## config.mk

```make
export PLATFORM = sky130hd
export DESIGN_NAME = sc_pe_scheduler
export DESIGN_NICKNAME = d
export VERILOG_FILES = /design/src/rtl/sc_pe_scheduler.sv
export SDC_FILE = /design/constraint.sdc
export NUM_CORES = 1
export LEC_CHECK = 0
export BUFFER_PORTS_ARGS = -buffer_cell sky130_fd_sc_hd__buf_4
export CAP_MARGIN = 20
export CORE_MARGIN = 3
export CORE_UTILIZATION = 40
export DETAILED_ROUTE_END_ITERATION = 12
export GPL_TIMING_DRIVEN = 0
export RECOVER_POWER = 50
export SLEW_MARGIN = 10
export SYNTH_ARGS = -nofsm -noshare
export SYNTH_HDL_FRONTEND = slang
export SYNTH_SLANG_ARGS = --single-unit
```

## constraint.sdc

```tcl
create_clock -name clk -period 3.51 [get_ports clk]
set_input_delay 0 -clock clk [delete_from_list [all_inputs] [get_ports clk]]
set_output_delay 0 -clock clk [all_outputs]
set_load 0.05 [all_outputs]
```

## src/rtl/sc_pe_scheduler.sv

```systemverilog
// F/G operation sequencer for an SC polar decoder: walks the SC tree and issues PE-array ops and leaf handshakes.
// Optional SCHED_PERF_EN adds busy-cycle and stall-cycle counters (cycle_cnt, stall_cnt).
module sc_pe_scheduler #(
    parameter int LOG_N = 10,
    parameter int LOG_P = 6
) (
    input  logic             clk,
    input  logic             rst,
    input  logic             start,
    output logic             busy,
    output logic             done,
    output logic             op_valid,
    input  logic             op_ready,
    output logic             op_f,
    output logic [3:0]       op_stage,
    output logic [LOG_N-1:0] op_pass,
    output logic             op_last,
    output logic             leaf_valid,
    output logic [LOG_N-1:0] leaf_idx,
    input  logic             leaf_ack
`ifdef SCHED_PERF_EN
    ,
    output logic [31:0]      cycle_cnt,
    output logic [31:0]      stall_cnt
`endif
);

    typedef enum logic [1:0] {IDLE, CALC, LEAF, FIN} state_t;

    localparam logic [3:0]       TOP_STAGE = 4'(LOG_N - 1);
    localparam logic [3:0]       P_STAGE   = 4'(LOG_P);
    localparam logic [LOG_N-1:0] ONE       = LOG_N'(1);
    localparam logic [LOG_N-1:0] LAST_IDX  = '1;

    state_t           state, state_nx;
    logic             op_f_nx;
    logic [3:0]       stage_nx;
    logic [LOG_N-1:0] pass_nx;
    logic [LOG_N-1:0] idx_nx;
    logic [LOG_N-1:0] idx_inc;
    logic [LOG_N-1:0] last_pass;
    logic [3:0]       ctz;

    always_ff @(posedge clk or posedge rst) begin
        if (rst) begin
            state    <= IDLE;
            op_f     <= 1'b0;
            op_stage <= '0;
            op_pass  <= '0;
            leaf_idx <= '0;
        end else begin
            state    <= state_nx;
            op_f     <= op_f_nx;
            op_stage <= stage_nx;
            op_pass  <= pass_nx;
            leaf_idx <= idx_nx;
        end
    end

    always_comb begin
        state_nx   = state;
        op_f_nx    = op_f;
        stage_nx   = op_stage;
        pass_nx    = op_pass;
        idx_nx     = leaf_idx;
        busy       = (state == CALC) || (state == LEAF);
        done       = (state == FIN);
        op_valid   = (state == CALC);
        leaf_valid = (state == LEAF);

        // Stages below LOG_P fit the PE array in one pass; above, 2^(s-LOG_P) passes.
        last_pass = (op_stage >= P_STAGE) ? (ONE << (op_stage - P_STAGE)) - ONE : '0;
        op_last   = op_valid && (op_pass == last_pass);

        // The next leaf's subtree root sits at the lowest set bit of its index.
        idx_inc = leaf_idx + ONE;
        ctz     = '0;
        for (int unsigned i = LOG_N; i > 0; i--) begin
            if (idx_inc[i-1]) ctz = 4'(i - 1);
        end

        case (state)
            IDLE: begin
                if (start) begin
                    state_nx = CALC;
                    idx_nx   = '0;
                    stage_nx = TOP_STAGE;
                    op_f_nx  = 1'b1;
                    pass_nx  = '0;
                end
            end
            CALC: begin
                if (op_ready) begin
                    if (!op_last) begin
                        pass_nx = op_pass + ONE;
                    end else if (op_stage != '0) begin
                        stage_nx = op_stage - 4'd1;
                        op_f_nx  = 1'b1;
                        pass_nx  = '0;
                    end else begin
                        state_nx = LEAF;
                    end
                end
            end
            LEAF: begin
                if (leaf_ack) begin
                    if (leaf_idx == LAST_IDX) begin
                        state_nx = FIN;
                    end else begin
                        state_nx = CALC;
                        idx_nx   = idx_inc;
                        stage_nx = ctz;
                        op_f_nx  = 1'b0;
                        pass_nx  = '0;
                    end
                end
            end
            FIN:     state_nx = IDLE;
            default: state_nx = IDLE;
        endcase
    end

`ifdef SCHED_PERF_EN
    // Counters only advance while busy, so they stay frozen from done until the next start.
    always_ff @(posedge clk or posedge rst) begin
        if (rst) begin
            cycle_cnt <= '0;
            stall_cnt <= '0;
        end else if (state == IDLE && start) begin
            cycle_cnt <= '0;
            stall_cnt <= '0;
        end else if (busy) begin
            if (cycle_cnt != '1) cycle_cnt <= cycle_cnt + 32'd1;
            if (((op_valid && !op_ready) || (leaf_valid && !leaf_ack)) && stall_cnt != '1)
                stall_cnt <= stall_cnt + 32'd1;
        end
    end
`endif

endmodule
```

==> results of run 1 <==
-- critical path: stages (launching register included) --
cell and delay (ns):
dfrtp_4 0.56, inv_4 0.08, ha_1 0.23, buf_6 0.14, nor2b_4 0.11, nand2_2 0.08
ha_4 0.18, clkbuf_8 0.15, or3_4 0.40, a221oi_4 0.27, a211oi_2 0.08, or4_4 0.52
o22ai_4 0.23, mux2i_1 0.23, nand3_1 0.09
-- routing by layer --
layer  wire length [um]  up-vias  track usage (%)
li1                   -     1355                -
met1               3750     1317             32.3
met2               3410       87             31.3
met3                363        6             2.21
met4                 67        0             3.74
met5                  0        -                0
-- through the flow --
| step | total power [mW] | setup WS, ns | instances | TNS (ns) |
|---|---|---|---|---|
| 2_1_floorplan | 1.52 | 0.0262 | 329 | 0 |
| 6_report | 2.35 | 0.0283 | 470 | 0 |
| 5_1_grt | 2.53 | -0.130 | 470 | -0.593 |
| 3_5_place_dp | 1.88 | -0.143 | 439 | -0.335 |
| 3_3_place_gp | 1.86 | -0.143 | 438 | -0.303 |
| 4_1_cts | 2.21 | 0.00576 | 462 | 0 |
-- what timing repair did --
item                                    CTS  global route
hold endpoints to repair                  8             0
cloned                                    1             0
pin swaps                                11            15
endpoints found under the setup margin    5            18
hold buffers                              1             0
setup buffers                            17             8
resized for setup                        18            22
-- sequential cells by signal, summed over array words and instances (netlist names) --
signal    cells
op_stage      4
op_pass      10
state         2
op_f          1
leaf_idx     10
-- cells by family (layout without fill, tap and decap cells) --
group                    Yosys count  after routing  synth area share [%]
XOR/XNOR                          10             10                  3.71
flip-flops                        27             27                  26.4
buffers and inverters             41            107                  7.08
multiplexers                       6              6                  2.39
AO/OA/AOI/OAI                     88             88                  24.7
adder cells (fa/ha/maj)           14             14                  6.84
AND/OR/NAND/NOR                  143            143                  29.0
-- power by group through the flow --
stage	clock network (mW)	registers, mW	logic, mW
floorplan	0	0.523	0.995
global route	0.203	0.433	1.90
detailed placement	0	0.434	1.44
global placement	0	0.432	1.43
finish	0.187	0.423	1.74
CTS	0.191	0.420	1.60
-- cell usage in the layout, fill, tap and decap left out, drive strengths merged, types with 4 or more instances in the layout --
cell	instances
buf	57
nand2	40
clkbuf	34
o21ai	30
dfrtp	27
nor2	23
nand3	21
inv	15
ha	14
and3	11
nor3	10
a21oi	10
nand4	9
xor2	6
mux2i	5
nand2b	5
o31ai	4
o211ai	4
nand4b	4
or4	4
xnor2	4
-- path summary, 6_finish.rpt --
check	startpoint	end	slack (ns)
min in group asynchronous	rst	op_pass[7]	0.23
worst max-delay path	op_stage[1]	op_stage[2]	0.03
max in group asynchronous	rst	op_stage[1]	1.79
worst min register to register	op_f	op_f	0.56
worst max register to register	op_stage[1]	op_stage[2]	0.03
worst min-delay path	leaf_ack	leaf_idx[8]	0.15
-- area by class of cell --
class	instances	area (um2)
Multi-Input combinational cell	261	1880
Fill cell	604	2690
Sequential cell	27	683
Inverter	15	63.8
Timing Repair Buffer	62	445
Clock buffer	4	45.0
Buffer	26	156
Tap cell	75	93.8
==> impl_metrics.json, run 1 <==
{
  "p_seq_share_pct": 18.0,
  "comb_power_share_pct": 74.0,
  "vias_per_cell": 5.88,
  "hpwlAfterDp_um": 5350,
  "n_antenna_cell": 0,
  "track_usage_pct": 20.8,
  "rows": 28,
  "crit_path_start_kind": "flop",
  "synth_most_common_cell": "nand2_1",
  "power_switching_mw": 1.22,
  "vias": 2765,
  "place_congestion": 0.868,
  "wl_per_cell_um": 16.2,
  "root_buffer": "clkbuf_8",
  "synthCells": 329,
  "hold_viol_final": 0,
  "hold_depth": 5,
  "routed_wl_um": 7590,
  "core_mm2": 0.00606,
  "grt_pass1_vias": 2560,
  "grt_first_pass_wirelength_um": 12700,
  "power_density_mw_per_mm2": 697,
  "ctsHtreeMaxLevel": 1,
  "ys_top_cells_by_count": "39 x nand2_1, 27 x dfrtp_1, 27 x o21ai_0, 23 x nor2_1, 21 x nand3_1",
  "async_flop_share_pct": 100,
  "min_period_ns": 3.48,
  "yosysWarnings": 0,
  "final_core_util_pct": 55.6,
  "slew_headroom_pct": 23.1,
  "rsz0062_at_grt": "yes",
  "ant_nets": 0,
  "clk_pin_slew_ns": 0.11,
  "seq_area_frac_synth_pct": 26.4,
  "final_area_mm2": 0.00337,
  "insertion_delay_ns": 0.28,
  "max_cap_viol_count": 0,
  "ff2ff_path_depth": 14,
  "synth-seq-cells": 27,
  "status": "finished clean",
  "hold_path_class": "input port to flop",
  "fin_crit_sh_pct": 99.2,
  "cp_max_fo": 5,
  "syn-num-nets": 348,
  "yosysTopAreaCell": "dfrtp_1",
  "antenna_found_initial": 0,
  "worstPathArrival_ns": 3.64,
  "setup_violations": 0,
  "cts_max_path_buffers": 2,
  "clock_skew_ns": 0.0125,
  "syn_area_mm2": 0.00256,
  "critical_path_class": "flop to flop",
  "portBuffers": 34,
  "intPower_mw": 1.13,
  "synthTopCellsByArea": "dfrtp_1 26%, ha_1 6.8%, nand2_1 5.7%",
  "grt_max_degree": 20,
  "drc_errors": 0,
  "die_x_um": 86.0,
  "ioPinCount": 35,
  "overflow": 0,
  "yosysTopAreaCellShare_pct": 26.4,
  "peakVddDrop_v": 0.000682,
  "cts_tree": "built",
  "clockPowerShare_pct": 7.9,
  "synth.lib_cells_used.distinct": 68,
  "cts_sinks": 27,
  "switching_share_pct": 52.1,
  "drtIter0Drc": 188,
  "initial_core_util_pct": 42.3,
  "syn2layout_area_growth_pct": 31.4,
  "worst_pin_slew_ns": 1.15,
  "die_h_um": 86.0,
  "synth_flop_cell": "dfrtp_1",
  "timing.fmax_mhz": 287,
  "holdWs_ns": 0.149,
  "power.leakage_nw": 1.45,
  "synth.avg_cell_area_um2": 7.79,
  "numCtsBuffers": 3,
  "place_area_mm2": 0.00300,
  "synth_edf_count": 0,
  "post_route_cells_drive_above_1_share_pct": 26.3,
  "cp-end-kind": "flop",
  "drv_slew": 0,
  "num-nets-final": 415,
  "cp.required_ns": 3.67,
  "die-area_mm2": 0.00740,
  "drt_pass1_iterations": 5
}
Power figures use the tool's default switching activity.
==> inputs of run 2 (changes only) <==
--- a/config.mk
+++ b/config.mk
@@ -11,6 +11,7 @@
 export CORE_UTILIZATION = 40
 export DETAILED_ROUTE_END_ITERATION = 12
 export GPL_TIMING_DRIVEN = 0
+export PLACE_DENSITY = 0.66
 export RECOVER_POWER = 50
 export SLEW_MARGIN = 10
 export SYNTH_ARGS = -nofsm -noshare
==> impl_metrics.json, run 2 (synthesis gave the netlist of run 1 again) <==
{
  "clk_pin_slew_ns": 0.10,
  "syn2layout_area_growth_pct": 29.2,
  "antenna_found_initial": 0,
  "timing.fmax_mhz": 293,
  "grt_first_pass_wirelength_um": 12300,
  "die_h_um": 86.0,
  "peakVddDrop_v": 0.000634,
  "worst_r2r_endpoint": "op_stage[2]",
  "hold_path_end": "leaf_idx[8]",
  "min_from": "leaf_ack",
  "n_antenna_cell": 0,
  "routed_wl_um": 7380,
  "hold_path_class": "input port to flop",
  "slowest_stage": "or4_4",
  "post_route_cells_drive_above_1_share_pct": 24.8,
  "drv_slew": 0,
  "vias": 2788,
  "cts_max_path_buffers": 2,
  "rows": 28,
  "setup_violations": 0,
  "worst_pin_slew_ns": 1.04,
  "path_buf_inv": 1,
  "place_inst": 439,
  "grt_max_degree": 18,
  "fin_setup_tns_ns": 0,
  "insertion_delay_ns": 0.28,
  "slew_headroom_pct": 31.0,
  "fin_crit_sh_pct": 97.4,
  "hold_viol_final": 0,
  "crit_family": "simple AND/OR/NAND/NOR gates",
  "numCtsBuffers": 3,
  "critical_path_class": "flop to flop",
  "hpwlAfterDp_um": 5200,
  "ioPinCount": 35,
  "root_buffer": "clkbuf_8",
  "cts_tree": "built",
  "track_usage_pct": 20.2,
  "place_area_mm2": 0.00300,
  "final_cell_mix": "39 x buf_4, 38 x nand2_1, 29 x clkbuf_1",
  "status": "finished clean",
  "vias_per_cell": 6.03,
  "grt_pass1_vias": 2511,
  "place_congestion": 0.864,
  "crit_start": "op_stage[1]",
  "max_stage_delay_ns": 0.56,
  "rsz0062_at_grt": "yes",
  "overflow": 0,
  "wl_per_cell_um": 16.0,
  "hold_depth": 5,
  "min_period_ns": 3.42,
  "final_core_util_pct": 54.6,
  "reg_top3": "leaf_idx x10, op_pass x10, op_stage x4",
  "cp-end-kind": "flop",
  "ctsHtreeMaxLevel": 1,
  "final_common_cell": "buf_4",
  "drt_pass1_iterations": 4,
  "layoutNonFillerInstCount": 462,
  "clock_skew_ns": 0.00480,
  "cp.required_ns": 3.68,
  "initial_core_util_pct": 42.3,
  "holdWs_ns": 0.154,
  "max_cap_viol_count": 0,
  "cp_max_fo": 5,
  "drtIter0Drc": 218,
  "num-nets-final": 407,
  "fill_cells": 572,
  "ant_nets": 0,
  "crit_path_start_kind": "flop",
  "power.leakage_nw": 1.39,
  "ff2ff_path_depth": 13,
  "drc_errors": 0,
  "cts_sinks": 27,
  "die-area_mm2": 0.00740,
  "final_area_mm2": 0.00331,
  "die_x_um": 86.0,
  "r2r_start": "op_stage[1]",
  "worstPathArrival_ns": 3.59,
  "path_cells": "ha_4 -> xor2_4 -> buf_4 -> nand3_2 -> ha_4 -> or4b_4 -> o311a_4 -> o211ai_1 -> nand3_1 -> or4_4 -> o22ai_4 -> mux2i_1 -> nand3_1",
  "core_mm2": 0.00606,
  "power_density_mw_per_mm2": 698,
  "reg2reg_slack_ns": 0.09,
  "portBuffers": 34
}
[run 2: cell count changes in the layout (fill, tap and decap cells not counted), sizes merged]
cell | before | now
buf | 57 | 49
[run 2: routing by layer]
metal / wire length [um] / vias up / part of all wire (%) / global-route usage (%)
met3: 478 / 10 / 6.5 / 1.92
li1: - / 1340 / - / -
met1: 3450 / 1321 / 47 / 30.9
met5: 0 / - / 0 / 0
met4: 107 / 0 / 1.5 / 5.61
met2: 3350 / 117 / 45 / 30.1
[run 2: how the worst max path moves through the flow]
stage	end	slack, ns	depth (start not counted)
floorplan	op_stage[0]	0.03	13
global placement	op_stage[0]	-0.13	13
detailed placement	op_stage[2]	-0.14	14
CTS	op_last	0.003	15
global route	op_stage[2]	-0.04	14
finish	op_stage[2]	0.09	13
[run 2: what timing repair did]
action | CTS | global route
hold buffers | 1 | 0
hold endpoints to repair | 10 | 0
setup buffers | 10 | 8
pin swaps | 8 | 16
gates resized for setup | 16 | 22
cloned | 0 | 1
setup endpoints to repair | 5 | 17
[run 2: metrics by stage]
step / setup WS (ns) / power, mW
after detailed placement: -0.139 / 1.86
after CTS: 0.00275 / 2.18
final: 0.0919 / 2.31
after global placement: -0.127 / 1.85
after floorplan: 0.0262 / 1.52
after global routing: -0.0356 / 2.48
[run 2: final cells by class]
class / instances / area, um2 / area share, %
multi-input cells: 261 / 1910 / 57.8
flip-flops and latches: 27 / 683 / 20.6
repair buffers: 55 / 364 / 11.0
plain buffers: 25 / 146 / 4.42
well taps: 75 / 93.8 / 2.84
inverters: 15 / 63.8 / 1.93
clock buffers: 4 / 45.0 / 1.36
[run 2: power by group]
part | total [mW] | internal (mW) | leakage, nW | switching, mW
registers | 0.433 | 0.360 | 0.357 | 0.0728
clock network | 0.188 | 0.0816 | 0.0228 | 0.106
logic | 1.69 | 0.639 | 1.01 | 1.05
[run 2: tightest hold or removal path, stage by stage]
cell and delay, ns:
buf_4 0.09, nand3_1 0.08, nor2_1 0.10, o21ai_0 0.07, o21ai_0 0.06
==> inputs of run 3 (changes only) <==
--- a/config.mk
+++ b/config.mk
@@ -13,6 +13,7 @@
 export GPL_TIMING_DRIVEN = 0
 export PLACE_DENSITY = 0.66
 export RECOVER_POWER = 50
+export SETUP_SLACK_MARGIN = 0.2
 export SLEW_MARGIN = 10
 export SYNTH_ARGS = -nofsm -noshare
 export SYNTH_HDL_FRONTEND = slang
==> impl_metrics.json, run 3 (synthesis gave the netlist of run 1 again) <==
{
  "status": "finished clean",
  "post_route_cells_drive_above_1_share_pct": 24.9,
  "final_common_cell": "nand2_1",
  "clk_pin_slew_ns": 0.10,
  "setup_violations": 0,
  "vias_per_cell": 6.09,
  "cp-end-kind": "flop",
  "hold_path_class": "input port to flop",
  "track_usage_pct": 20.2,
  "reg_top3": "leaf_idx x10, op_pass x10, op_stage x4",
  "insertion_delay_ns": 0.28,
  "rsz0062_at_grt": "yes",
  "cts_max_path_buffers": 2,
  "drt_pass1_iterations": 5,
  "grt_first_pass_wirelength_um": 12300,
  "drv_slew": 0,
  "critical_path.endpoint": "op_stage[2]",
  "total_power_mw": 2.31,
  "grt_max_degree": 20,
  "power_density_mw_per_mm2": 694,
  "r2r_start": "op_stage[1]",
  "clock_skew_ns": 0.00571,
  "ctsHtreeMaxLevel": 1,
  "ff2ff_path_depth": 13,
  "reg2reg_slack_ns": 0.11,
  "layoutNonFillerInstCount": 465,
  "die-area_mm2": 0.00740,
  "rows": 28,
  "syn2layout_area_growth_pct": 30.0,
  "max_cap_viol_count": 0,
  "core_mm2": 0.00606,
  "final_area_mm2": 0.00333,
  "final_core_util_pct": 55.0,
  "timing.fmax_mhz": 294,
  "antenna_found_initial": 0,
  "grt_pass1_vias": 2598,
  "vias": 2830,
  "initial_core_util_pct": 42.3,
  "worstPathArrival_ns": 3.56,
  "place_congestion": 0.916,
  "min_from": "leaf_ack",
  "min_period_ns": 3.40,
  "root_buffer": "clkbuf_8",
  "hold_viol_final": 0,
  "fin_crit_sh_pct": 96.9,
  "cts_tree": "built",
  "n_antenna_cell": 0,
  "worst_r2r_endpoint": "op_stage[2]",
  "cp.required_ns": 3.67,
  "num-nets-final": 410,
  "numCtsBuffers": 3,
  "ioPinCount": 35,
  "wl_per_cell_um": 16.3,
  "place_area_mm2": 0.00304,
  "final_cell_mix": "38 x nand2_1, 35 x buf_4, 31 x clkbuf_1",
  "hpwlAfterDp_um": 5180,
  "overflow": 0,
  "worst_pin_slew_ns": 1.14,
  "crit_start": "op_stage[1]",
  "place_inst": 439,
  "critical_path_class": "flop to flop",
  "routed_wl_um": 7580,
  "cts_sinks": 27,
  "ant_nets": 0,
  "power.leakage_nw": 1.42,
  "drtIter0Drc": 195,
  "drc_errors": 0,
  "peakVddDrop_v": 0.000733,
  "die_h_um": 86.0,
  "slew_headroom_pct": 24.1,
  "crit_path_start_kind": "flop",
  "portBuffers": 34,
  "die_x_um": 86.0,
  "cp_max_fo": 6
}
## run 3: cell types whose count changed in the layout (fill, tap and decap cells not counted), sizes merged
cell    before  now
clkbuf      34   38
buf         49   48
## run 3: worst max-delay path: stages (launching register included)
cell and delay, ns:
dfrtp_4 0.55, ha_4 0.19, xor2_2 0.15, buf_4 0.15
nand3_4 0.06, ha_4 0.16, or4b_4 0.46, o311a_1 0.15
o211ai_1 0.23, nand3_1 0.12, or4_4 0.55, o22ai_4 0.21
mux2i_1 0.22, nand3_1 0.10
## run 3: power by group
group / leakage [nW] / switching [mW] / internal [mW]
registers: 0.357 / 0.0669 / 0.360
logic: 1.04 / 1.05 / 0.649
clock network: 0.0228 / 0.104 / 0.0816
## run 3: through the flow
| stage | setup TNS, ns | hold WS [ns] | setup WS (ns) |
|---|---|---|---|
| floorplan | 0 | 0.0525 | 0.146 |
| CTS | 0 | 0.174 | 0.151 |
| finish | 0 | 0.170 | 0.109 |
| detailed placement | -0.105 | 0.0413 | -0.0533 |
| global placement | -0.0423 | 0.336 | -0.0423 |
| global route | 0 | 0.249 | 0.0143 |
## run 3: worst min path at each step
| stage | endpoint | cells past startpoint |
|---|---|---|
| 2_1_floorplan | leaf_idx[0] | 1 |
| 3_3_place_gp | op_pass[4] | 2 |
| 3_5_place_dp | op_pass[4] | 2 |
| 4_1_cts | leaf_idx[8] | 5 |
| 5_1_grt | leaf_idx[8] | 5 |
| 6_report | leaf_idx[8] | 5 |
## run 3: what timing repair did
action	CTS	global route
hold buffers	1	0
gates resized for setup	18	20
gates cloned	1	1
pin swaps	12	11
setup buffers	16	3
endpoints found under the setup margin	16	18
endpoints found under the hold margin	8	0
## run 3: area by class of cell
class / instances / area (um2)
fillers: 584 / 2730
repair buffers: 57 / 393
multi-input cells: 261 / 1890
plain buffers: 26 / 163
clock buffers: 4 / 45.0
inverters: 15 / 63.8
flip-flops and latches: 27 / 683
well taps: 75 / 93.8
## run 3: metal layers
layer  vias up  share of wire [%]  global-route usage, %
met3         7                6.4                   1.83
met1      1353                 47                   30.0
met4         0               0.95                   4.89
met2       118                 46                   31.3
li1       1352                  -                      -
met5         -                  0                      0
